<file path="src/rtl/fsser_pkg.sv">
// Shared constants and state types for the fast opto-isolated serial link.
package fsser_pkg;

    localparam int unsigned FSSER_FRAME_BITS = 10;
    localparam int unsigned FSSER_DATA_BITS  = 8;

    localparam logic FSSER_START_BIT  = 1'b0;
    localparam logic FSSER_IDLE_LEVEL = 1'b1;

    typedef enum logic {
        RX_IDLE,
        RX_SHIFT
    } rx_state_e;

    typedef enum logic {
        TX_IDLE,
        TX_SEND
    } tx_state_e;

endpackage

</file>
<file path="src/rtl/fsser_edge_sync.sv">
// Synchronizes FSCLK/FSDI into the system clock domain and produces
// one-cycle rise/fall pulses with FSDI delayed by the same depth.
module fsser_edge_sync
    import fsser_pkg::*;
#(
    parameter int unsigned SYNC_STAGES = 2
) (
    input  logic clk_i,
    input  logic rst_i,
    input  logic sclk_i,
    input  logic sdi_i,
    output logic rise_o,
    output logic fall_o,
    output logic sdi_o
);

    logic [SYNC_STAGES-1:0] sclk_q;
    logic [SYNC_STAGES-1:0] sdi_q;
    logic                   sclk_prev_q;

    // Synchronizer chains plus the previous synchronized clock level.
    // FSDI resets to the idle level so no phantom start bit is seen.
    always_ff @(posedge clk_i) begin
        if (rst_i) begin
            sclk_q      <= '0;
            sdi_q       <= {SYNC_STAGES{FSSER_IDLE_LEVEL}};
            sclk_prev_q <= 1'b0;
        end else begin
            sclk_q      <= {sclk_q[SYNC_STAGES-2:0], sclk_i};
            sdi_q       <= {sdi_q[SYNC_STAGES-2:0], sdi_i};
            sclk_prev_q <= sclk_q[SYNC_STAGES-1];
        end
    end

    assign rise_o = sclk_q[SYNC_STAGES-1] & ~sclk_prev_q;
    assign fall_o = ~sclk_q[SYNC_STAGES-1] & sclk_prev_q;
    assign sdi_o  = sdi_q[SYNC_STAGES-1];

endmodule

</file>
<file path="src/rtl/fsser_target.sv">
// Target side of the fast opto-isolated serial link: receives frames on
// FSDI, transmits frames on FSDO, exposes byte streams in the wb_clk domain.
// Optional macro FSSER_OVERRUN_EN adds a sticky overrun flag and drop counter.
module fsser_target
    import fsser_pkg::*;
#(
    parameter int unsigned SYNC_STAGES = 2,
    parameter logic        TX_SRC      = 1'b0
) (
    input  logic       wb_clk,
    input  logic       wb_rst,
    input  logic       i_fsclk,
    input  logic       i_fsdi,
    output logic       o_fsdo,
    output logic       o_fscts,
    output logic [7:0] o_rx_data,
    output logic       o_rx_src,
    output logic       o_rx_valid,
    input  logic       i_rx_ready,
    input  logic [7:0] i_tx_data,
    input  logic       i_tx_valid,
    output logic       o_tx_ready
`ifdef FSSER_OVERRUN_EN
    ,
    output logic        o_overrun,
    input  logic        i_overrun_clr,
    output logic [15:0] o_drop_cnt
`endif
);

    logic rise, fall, sdi;

    fsser_edge_sync #(
        .SYNC_STAGES(SYNC_STAGES)
    ) u_sync (
        .clk_i (wb_clk),
        .rst_i (wb_rst),
        .sclk_i(i_fsclk),
        .sdi_i (i_fsdi),
        .rise_o(rise),
        .fall_o(fall),
        .sdi_o (sdi)
    );

    // ---------------- RX path ----------------
    rx_state_e  rx_state_q, rx_state_d;
    logic [3:0] rx_cnt_q, rx_cnt_d;
    logic [8:0] rx_sr_q, rx_sr_d;
    logic       rx_done;
    logic       full_q, full_d;
    logic [7:0] data_q, data_d;
    logic       src_q, src_d;
    logic       fscts_q;
    logic       pop, load;

    // RX next state: wait for a start bit, then shift 8 data bits + source.
    always_comb begin
        rx_state_d = rx_state_q;
        rx_cnt_d   = rx_cnt_q;
        rx_sr_d    = rx_sr_q;
        rx_done    = 1'b0;
        unique case (rx_state_q)
            RX_IDLE: begin
                if (rise && sdi == FSSER_START_BIT) begin
                    rx_state_d = RX_SHIFT;
                    rx_cnt_d   = '0;
                end
            end
            RX_SHIFT: begin
                if (rise) begin
                    rx_sr_d = {sdi, rx_sr_q[8:1]};
                    if (rx_cnt_q == 4'(FSSER_DATA_BITS)) begin
                        rx_done    = 1'b1;
                        rx_state_d = RX_IDLE;
                        rx_cnt_d   = '0;
                    end else begin
                        rx_cnt_d = rx_cnt_q + 4'd1;
                    end
                end
            end
            default: rx_state_d = RX_IDLE;
        endcase
    end

    // Holding register: a pop in the same cycle as a load frees the slot.
    always_comb begin
        pop    = full_q & i_rx_ready;
        load   = rx_done & (~full_q | pop);
        full_d = load ? 1'b1 : (pop ? 1'b0 : full_q);
        data_d = load ? rx_sr_d[7:0] : data_q;
        src_d  = load ? rx_sr_d[8] : src_q;
    end

    // RX state, shifter and holding register.
    always_ff @(posedge wb_clk) begin
        if (wb_rst) begin
            rx_state_q <= RX_IDLE;
            rx_cnt_q   <= '0;
            rx_sr_q    <= '0;
            full_q     <= 1'b0;
            data_q     <= '0;
            src_q      <= 1'b0;
            fscts_q    <= 1'b0;
        end else begin
            rx_state_q <= rx_state_d;
            rx_cnt_q   <= rx_cnt_d;
            rx_sr_q    <= rx_sr_d;
            full_q     <= full_d;
            data_q     <= data_d;
            src_q      <= src_d;
            fscts_q    <= ~full_d;
        end
    end

    assign o_rx_valid = full_q;
    assign o_rx_data  = data_q;
    assign o_rx_src   = src_q;
    assign o_fscts    = fscts_q;

`ifdef FSSER_OVERRUN_EN
    logic        drop;
    logic        overrun_q;
    logic [15:0] drop_cnt_q;

    assign drop = rx_done & full_q & ~pop;

    // Sticky overrun flag and saturating drop counter; a drop beats a clear.
    always_ff @(posedge wb_clk) begin
        if (wb_rst) begin
            overrun_q  <= 1'b0;
            drop_cnt_q <= '0;
        end else begin
            if (drop)               overrun_q <= 1'b1;
            else if (i_overrun_clr) overrun_q <= 1'b0;
            if (i_overrun_clr)           drop_cnt_q <= drop ? 16'd1 : 16'd0;
            else if (drop && drop_cnt_q != '1) drop_cnt_q <= drop_cnt_q + 16'd1;
        end
    end

    assign o_overrun  = overrun_q;
    assign o_drop_cnt = drop_cnt_q;
`endif

    // ---------------- TX path ----------------
    tx_state_e  tx_state_q, tx_state_d;
    logic [3:0] tx_cnt_q, tx_cnt_d;
    logic [9:0] tx_sr_q, tx_sr_d;
    logic       fsdo_q, fsdo_d;
    logic       tx_ready_q, tx_ready_d;

    // TX next state: latch a frame, emit one bit per fall, then one idle bit.
    always_comb begin
        tx_state_d = tx_state_q;
        tx_cnt_d   = tx_cnt_q;
        tx_sr_d    = tx_sr_q;
        fsdo_d     = fsdo_q;
        unique case (tx_state_q)
            TX_IDLE: begin
                if (i_tx_valid && tx_ready_q) begin
                    tx_sr_d    = {TX_SRC, i_tx_data, FSSER_START_BIT};
                    tx_cnt_d   = '0;
                    tx_state_d = TX_SEND;
                end
            end
            TX_SEND: begin
                if (fall) begin
                    if (tx_cnt_q == 4'(FSSER_FRAME_BITS)) begin
                        fsdo_d     = FSSER_IDLE_LEVEL;
                        tx_state_d = TX_IDLE;
                    end else begin
                        fsdo_d   = tx_sr_q[0];
                        tx_sr_d  = {FSSER_IDLE_LEVEL, tx_sr_q[9:1]};
                        tx_cnt_d = tx_cnt_q + 4'd1;
                    end
                end
            end
            default: tx_state_d = TX_IDLE;
        endcase
        tx_ready_d = (tx_state_d == TX_IDLE);
    end

    // TX state, shifter and registered line/ready outputs.
    always_ff @(posedge wb_clk) begin
        if (wb_rst) begin
            tx_state_q <= TX_IDLE;
            tx_cnt_q   <= '0;
            tx_sr_q    <= '0;
            fsdo_q     <= FSSER_IDLE_LEVEL;
            tx_ready_q <= 1'b0;
        end else begin
            tx_state_q <= tx_state_d;
            tx_cnt_q   <= tx_cnt_d;
            tx_sr_q    <= tx_sr_d;
            fsdo_q     <= fsdo_d;
            tx_ready_q <= tx_ready_d;
        end
    end

    assign o_fsdo     = fsdo_q;
    assign o_tx_ready = tx_ready_q;

endmodule

</file>
<file path="config.mk">
export PLATFORM = sky130hd
export DESIGN_NAME = fsser_target
export DESIGN_NICKNAME = d
export VERILOG_FILES = /design/src/rtl/fsser_pkg.sv /design/src/rtl/fsser_edge_sync.sv /design/src/rtl/fsser_target.sv
export SDC_FILE = /design/constraint.sdc
export NUM_CORES = 1
export LEC_CHECK = 0
export CAP_MARGIN = 20
export CORE_MARGIN = 3
export CORE_UTILIZATION = 61
export CTS_CLUSTER_SIZE = 12
export DETAILED_ROUTE_END_ITERATION = 12
export DONT_BUFFER_PORTS = 1
export HOLD_SLACK_MARGIN = 0.06
export PLACE_DENSITY = 0.77
export RECOVER_POWER = 50
export SYNTH_ARGS = -nofsm -noshare
export SYNTH_HDL_FRONTEND = slang
export SYNTH_SLANG_ARGS = --single-unit
</file>
<file path="constraint.sdc">
create_clock -name wb_clk -period 2.1 [get_ports wb_clk]
set_input_delay 0.315 -clock wb_clk [delete_from_list [all_inputs] [get_ports wb_clk]]
set_output_delay 0.315 -clock wb_clk [all_outputs]
set_load 0.005 [all_outputs]
</file>
==> results by stage, run 1 <==
Floorplan:
- The floorplan step defined a die boundary enclosing 0.00410 mm2.
- The floorplan has 20 rows.
- The count of pins on the block boundary is 27.
- The floorplan step defined a core boundary enclosing roughly 0.0031 mm2.
- The vertical die dimension is 64.1 um.
- The die width is 64.1 um.
- The starting density of the core is roughly 66%.

Place:
- Buffers placed on the I/O ports in this run total 0.
- The wire-length estimate of the detail-placed layout is 2.65 mm.
- The routability congestion estimate is 0.799.
- The post-placement cell count is 254.

Worst setup path:
- The data required time of the worst path is about 2.4 ns.
- The highest-delay cell along the critical path is o41ai_1.
- Traced cell by cell, the critical path runs through inv_1 -> ha_1 -> nand3b_1 -> o41ai_1 -> a21oi_1.
- Along the worst path, the maximum fanout reaches 13.
- The kind of cell adding the most delay to the critical path is compound AO/OA/AOI/OAI gates.
- STA classifies the critical path endpoint as a flip-flop.
- The setup path with the least slack is of type flip-flop to flip-flop.
- The number of cells on the worst reg-to-reg path is 5.
- Together, buffers and inverters on the worst path number 1.
- The capturing point of the worst reg2reg path is o_rx_data[7]$_SDFFE_PP0P_.
- For flop-to-flop paths, the worst setup slack is 0.29 ns.
- The kind of start point of the critical path is a flip-flop.
- On the worst path, the slowest cell contributes a delay of 0.52 ns.
- The launching point of the worst reg2reg path is rx_cnt_q[0]$_SDFFE_PP0P_.
- The data arrival time of the critical path is slightly above 2 ns.

Detailed routing:
- The total routed wirelength is a little over 4 mm.
- For this block, the via count after detailed routing is 1607.
- For this block, wires on met1 add up to approximately 1.8 mm.
- The DRC violation total after the first TritonRoute iteration is 180.
- In the detailed route, the total length drawn on met3 is 204 um.
- The highest routed metal layer is met4.
- The count of antenna-violating nets left after detailed routing is 0.
- The first detailed-routing pass ran for 4 iterations.
- Detailed routing placed a total of between 1.5 and 2 mm of wire on met2.
- The average vias per placed instance is 6.06.
- In the final routed layout, each cell accounts on average for 15.4 um.
- The DRC violation count after routing is 0.

Yosys:
- Of all cell types, the one taking the most synthesized area is dfxtp_1.
- For this run, asynchronously set or reset flops after synthesis account for 0%.
- The number of cells produced by synthesis is 227.
- Counting flops and latches in the post-synthesis netlist gives 46.
- The netlist area before placement is 0.00206 mm2.
- Summing the sequential cell areas from Yosys gives between 40% and 50% of the chip area.
- After synthesis, the cell types taking the most area are dfxtp_1 45%, a21oi_1 6.6%, nor2b_1 5.8%, mux2_2 4.4%, mux2i_1 3.9%.
- The Yosys step of the flow raised 0 warnings.
- The area share of the largest cell type after synthesis is 44.8%.
- The main flop type after synthesis is dfxtp_1.
- Counting flops with a built-in enable in the synthesized netlist gives 0.
- Synthesis instantiated 32 different standard cells from the library.
- Synthesis produced a netlist with a net count of 245.
- Each instance of the synthesized netlist takes up on average 9.06 um2.

Outcome:
- The flow ran to the end, and the final reports show no timing, DRC or antenna violations.

Global routing:
- The pin count of the biggest net entering global routing is 39.
- The via count of the first global-routing pass is around 1600.
- The first global-routing pass estimated 7.13 mm of wire.
- After global routing the overflow that remains totals 0.
- The overall global routing resource usage is 22.2%.
- The number of antenna violations at the first check in global routing is 0.

Flow run:
- The tool flagged a number of max-cap violations equal to 0.

Clocking:
- Once the clock tree was built, the setup fixing pass inserted 0 buffers.
- In this run the deepest clock path goes through 2 buffers.
- In this run, CTS created clock tree buffers numbering 5.
- The TritonCTS clock tree is built.
- After clock tree synthesis, the clock-pin slew on the worst setup and hold paths is 0.14 ns.
- At the later pin of the worst-skew pair, clock insertion delay measures between 0.3 and 0.4 ns.
- In this run the number of H-tree levels came out at 2.
- The cell chosen for the clock root is clkbuf_4.
- The number of sinks handled by clock tree synthesis is 46.
- In this run, post-CTS repair resized a total of 0 instances.

Hold path:
- The start point of the worst min-delay path is wb_rst.
- The destination of the worst hold path is rx_cnt_q[2]$_SDFFE_PP0P_.
- The path class of the tightest hold or removal check is primary input to flip-flop.
- The number of stages on the worst hold path is 3.

Timing:
- Derived from the worst setup path, the maximum achievable clock frequency is ~550 MHz.
- Setup repair after global routing left no endpoint under its margin.
- Setup violations remaining at the end of the flow were counted as 0.
- The clock skew is 0.00775 ns.
- The remaining max-slew budget at the tightest pin is ~53%.
- The slew at the pin closest to its max-slew limit is roughly 0.71 ns.
- The time the final worst path needs with I/O delays and setup is 1.81 ns.
- The share of the cycle needed by the critical path after routing is 86.0%.
- The final-report hold violation count is 0.
- The number of pins exceeding their max-slew limit in the final report came to 0.
- Setup total negative slack on the finished layout was measured at 0 ns.

Power:
- The peak ir drop on the vdd network is 0.444 mV.
- For this design the ratio of total power to cell area is 712 mW/mm2.
- The leakage power figure is 0.732 nW.

Final layout:
- The number of antenna diodes in the final layout is 0.
- The count of placed standard cells in the final layout, fillers left out is 265.
- Fill cells in the final layout number 250.
- The fraction of layout instances using a drive strength above 1 is 10.4%.
- The count of nets after finishing is 238.
- Compared with the post-synthesis result, the final layout area differs by 4.87%.
layout by cell type (no fill, tap or decap), types with 3 or more instances in the layout:
| master | Yosys | routed |
|---|---|---|
| o21ai_0 | 5 | 5 |
| nand3b_1 | 3 | 3 |
| nand2_1 | 18 | 18 |
| o41ai_1 | 9 | 9 |
| mux2_2 | 8 | 8 |
| nand4_1 | 11 | 11 |
| nor2b_1 | 19 | 19 |
| a31oi_1 | 3 | 3 |
| nor2_1 | 12 | 12 |
| a21oi_1 | 27 | 27 |
| or3_1 | 4 | 4 |
| clkbuf_4 | 0 | 5 |
| dfxtp_1 | 46 | 46 |
| inv_1 | 5 | 5 |
| ha_1 | 4 | 4 |
| mux2i_1 | 8 | 8 |
| nand3_1 | 6 | 6 |
| o211ai_1 | 5 | 5 |
| and3b_1 | 3 | 3 |
synthesized netlist by cell type, types with 2 or more instances:
library cell   n
a21oi_1       27
a31oi_1        3
and3b_1        3
buf_2          5
clkbuf_1      10
dfxtp_1       46
ha_1           4
inv_1          5
mux2_2         8
mux2i_1        8
nand2_1       18
nand2b_1       2
nand3_1        6
nand3b_1       3
nand3b_2       2
nand4_1       11
nor2_1        12
nor2b_1       19
o211ai_1       5
o21ai_0        5
o31ai_1        2
o41ai_1        9
or2_2          2
or3_1          4
routing by layer:
metal	vias up	GRT usage, %
met5	-	0
met4	0	12.4
met3	17	6.85
met2	40	35.4
met1	755	26.5
li1	795	-
registers in the layout, indices dropped and copies added, names as in the netlist:
register,flops
o_rx_src,1
u_sync.sdi_q,2
o_fsdo,1
o_rx_valid,1
rx_sr_q,8
tx_sr_q,10
u_sync.sclk_q,2
rx_state_q,1
rx_cnt_q,4
o_fscts,1
tx_state_q,1
u_sync.sclk_prev_q,1
o_rx_data,8
tx_cnt_q,4
o_tx_ready,1
final cells by class:
cell class / count / area [um2] / area share (%)
multi-input cells: 158 / 1030 / 47.8
clock inverters: 3 / 45.0 / 2.09
well taps: 44 / 55.1 / 2.55
repair buffers: 4 / 47.5 / 2.21
clock buffers: 5 / 37.5 / 1.74
inverters: 5 / 18.8 / 0.871
flip-flops and latches: 46 / 921 / 42.7
worst register-to-register path, cell delays in order (launching register included):
cell and delay, ns:
dfxtp_1 0.37, inv_1 0.10, ha_1 0.21, nand3b_1 0.37, o41ai_1 0.52, a21oi_1 0.12
per-stage QoR:
stage | worst slack (ns) | power, mW | util (%) | hold WS [ns] | area, um2
after floorplan | 0.604 | 0.992 | - | 0.389 | 2060
after CTS | 0.347 | 1.54 | 68.9 | 0.146 | 2160
after detailed placement | 0.452 | 0.988 | 65.0 | 0.392 | 2030
final | 0.295 | 1.53 | 68.9 | 0.152 | 2160
after global placement | 0.512 | 0.985 | 65.0 | 0.389 | 2030
after global routing | 0.187 | 1.59 | 68.9 | 0.148 | 2160
cells by family after synthesis:
| group | count (synthesis) | share of synthesized area (%) |
|---|---|---|
| AND/OR/NAND/NOR | 84 | 22.7 |
| AO/OA/AOI/OAI | 54 | 16.7 |
| buffers and inverters | 23 | 5.05 |
| multiplexers | 16 | 8.28 |
| adder cells (fa/ha/maj) | 4 | 2.43 |
| flip-flops | 46 | 44.8 |
power breakdown:
group / switching, mW / total (mW) / internal, mW
clock: 0.300 / 0.549 / 0.250
sequential: 0.0111 / 0.901 / 0.890
combinational: 0.0421 / 0.0843 / 0.0422
worst max-delay path by stage:
stage / cells past startpoint / endpoint / slack [ns] / start
after global placement: 5 / tx_sr_q[6]$_SDFFE_PP0P_ / 0.51 / tx_cnt_q[0]$_SDFFE_PP0P_
after detailed placement: 5 / o_rx_data[4]$_SDFFE_PP0P_ / 0.45 / rx_cnt_q[0]$_SDFFE_PP0P_
final: 5 / o_rx_data[7]$_SDFFE_PP0P_ / 0.29 / rx_cnt_q[0]$_SDFFE_PP0P_
after floorplan: 5 / tx_sr_q[1]$_SDFFE_PP0P_ / 0.60 / tx_cnt_q[0]$_SDFFE_PP0P_
after global routing: 5 / o_rx_data[7]$_SDFFE_PP0P_ / 0.19 / rx_cnt_q[0]$_SDFFE_PP0P_
after CTS: 5 / o_rx_data[7]$_SDFFE_PP0P_ / 0.35 / rx_cnt_q[0]$_SDFFE_PP0P_
repair_timing:
action,CTS,global route
endpoints found under the hold margin,38,0
endpoints found under the setup margin,0,0
hold buffers,3,0
Power figures use the tool's default switching activity.
==> run 2, diff against run 1 <==
- CAP_MARGIN: 20 -> default
==> results of run 2 <==
Same layout as run 1: the final DEF is identical, and so are final timing and power.
==> run 3, diff against run 2 <==
- CAP_MARGIN: default -> 20
==> results of run 3 <==
Same layout as run 1: the final DEF is identical, and so are final timing and power.
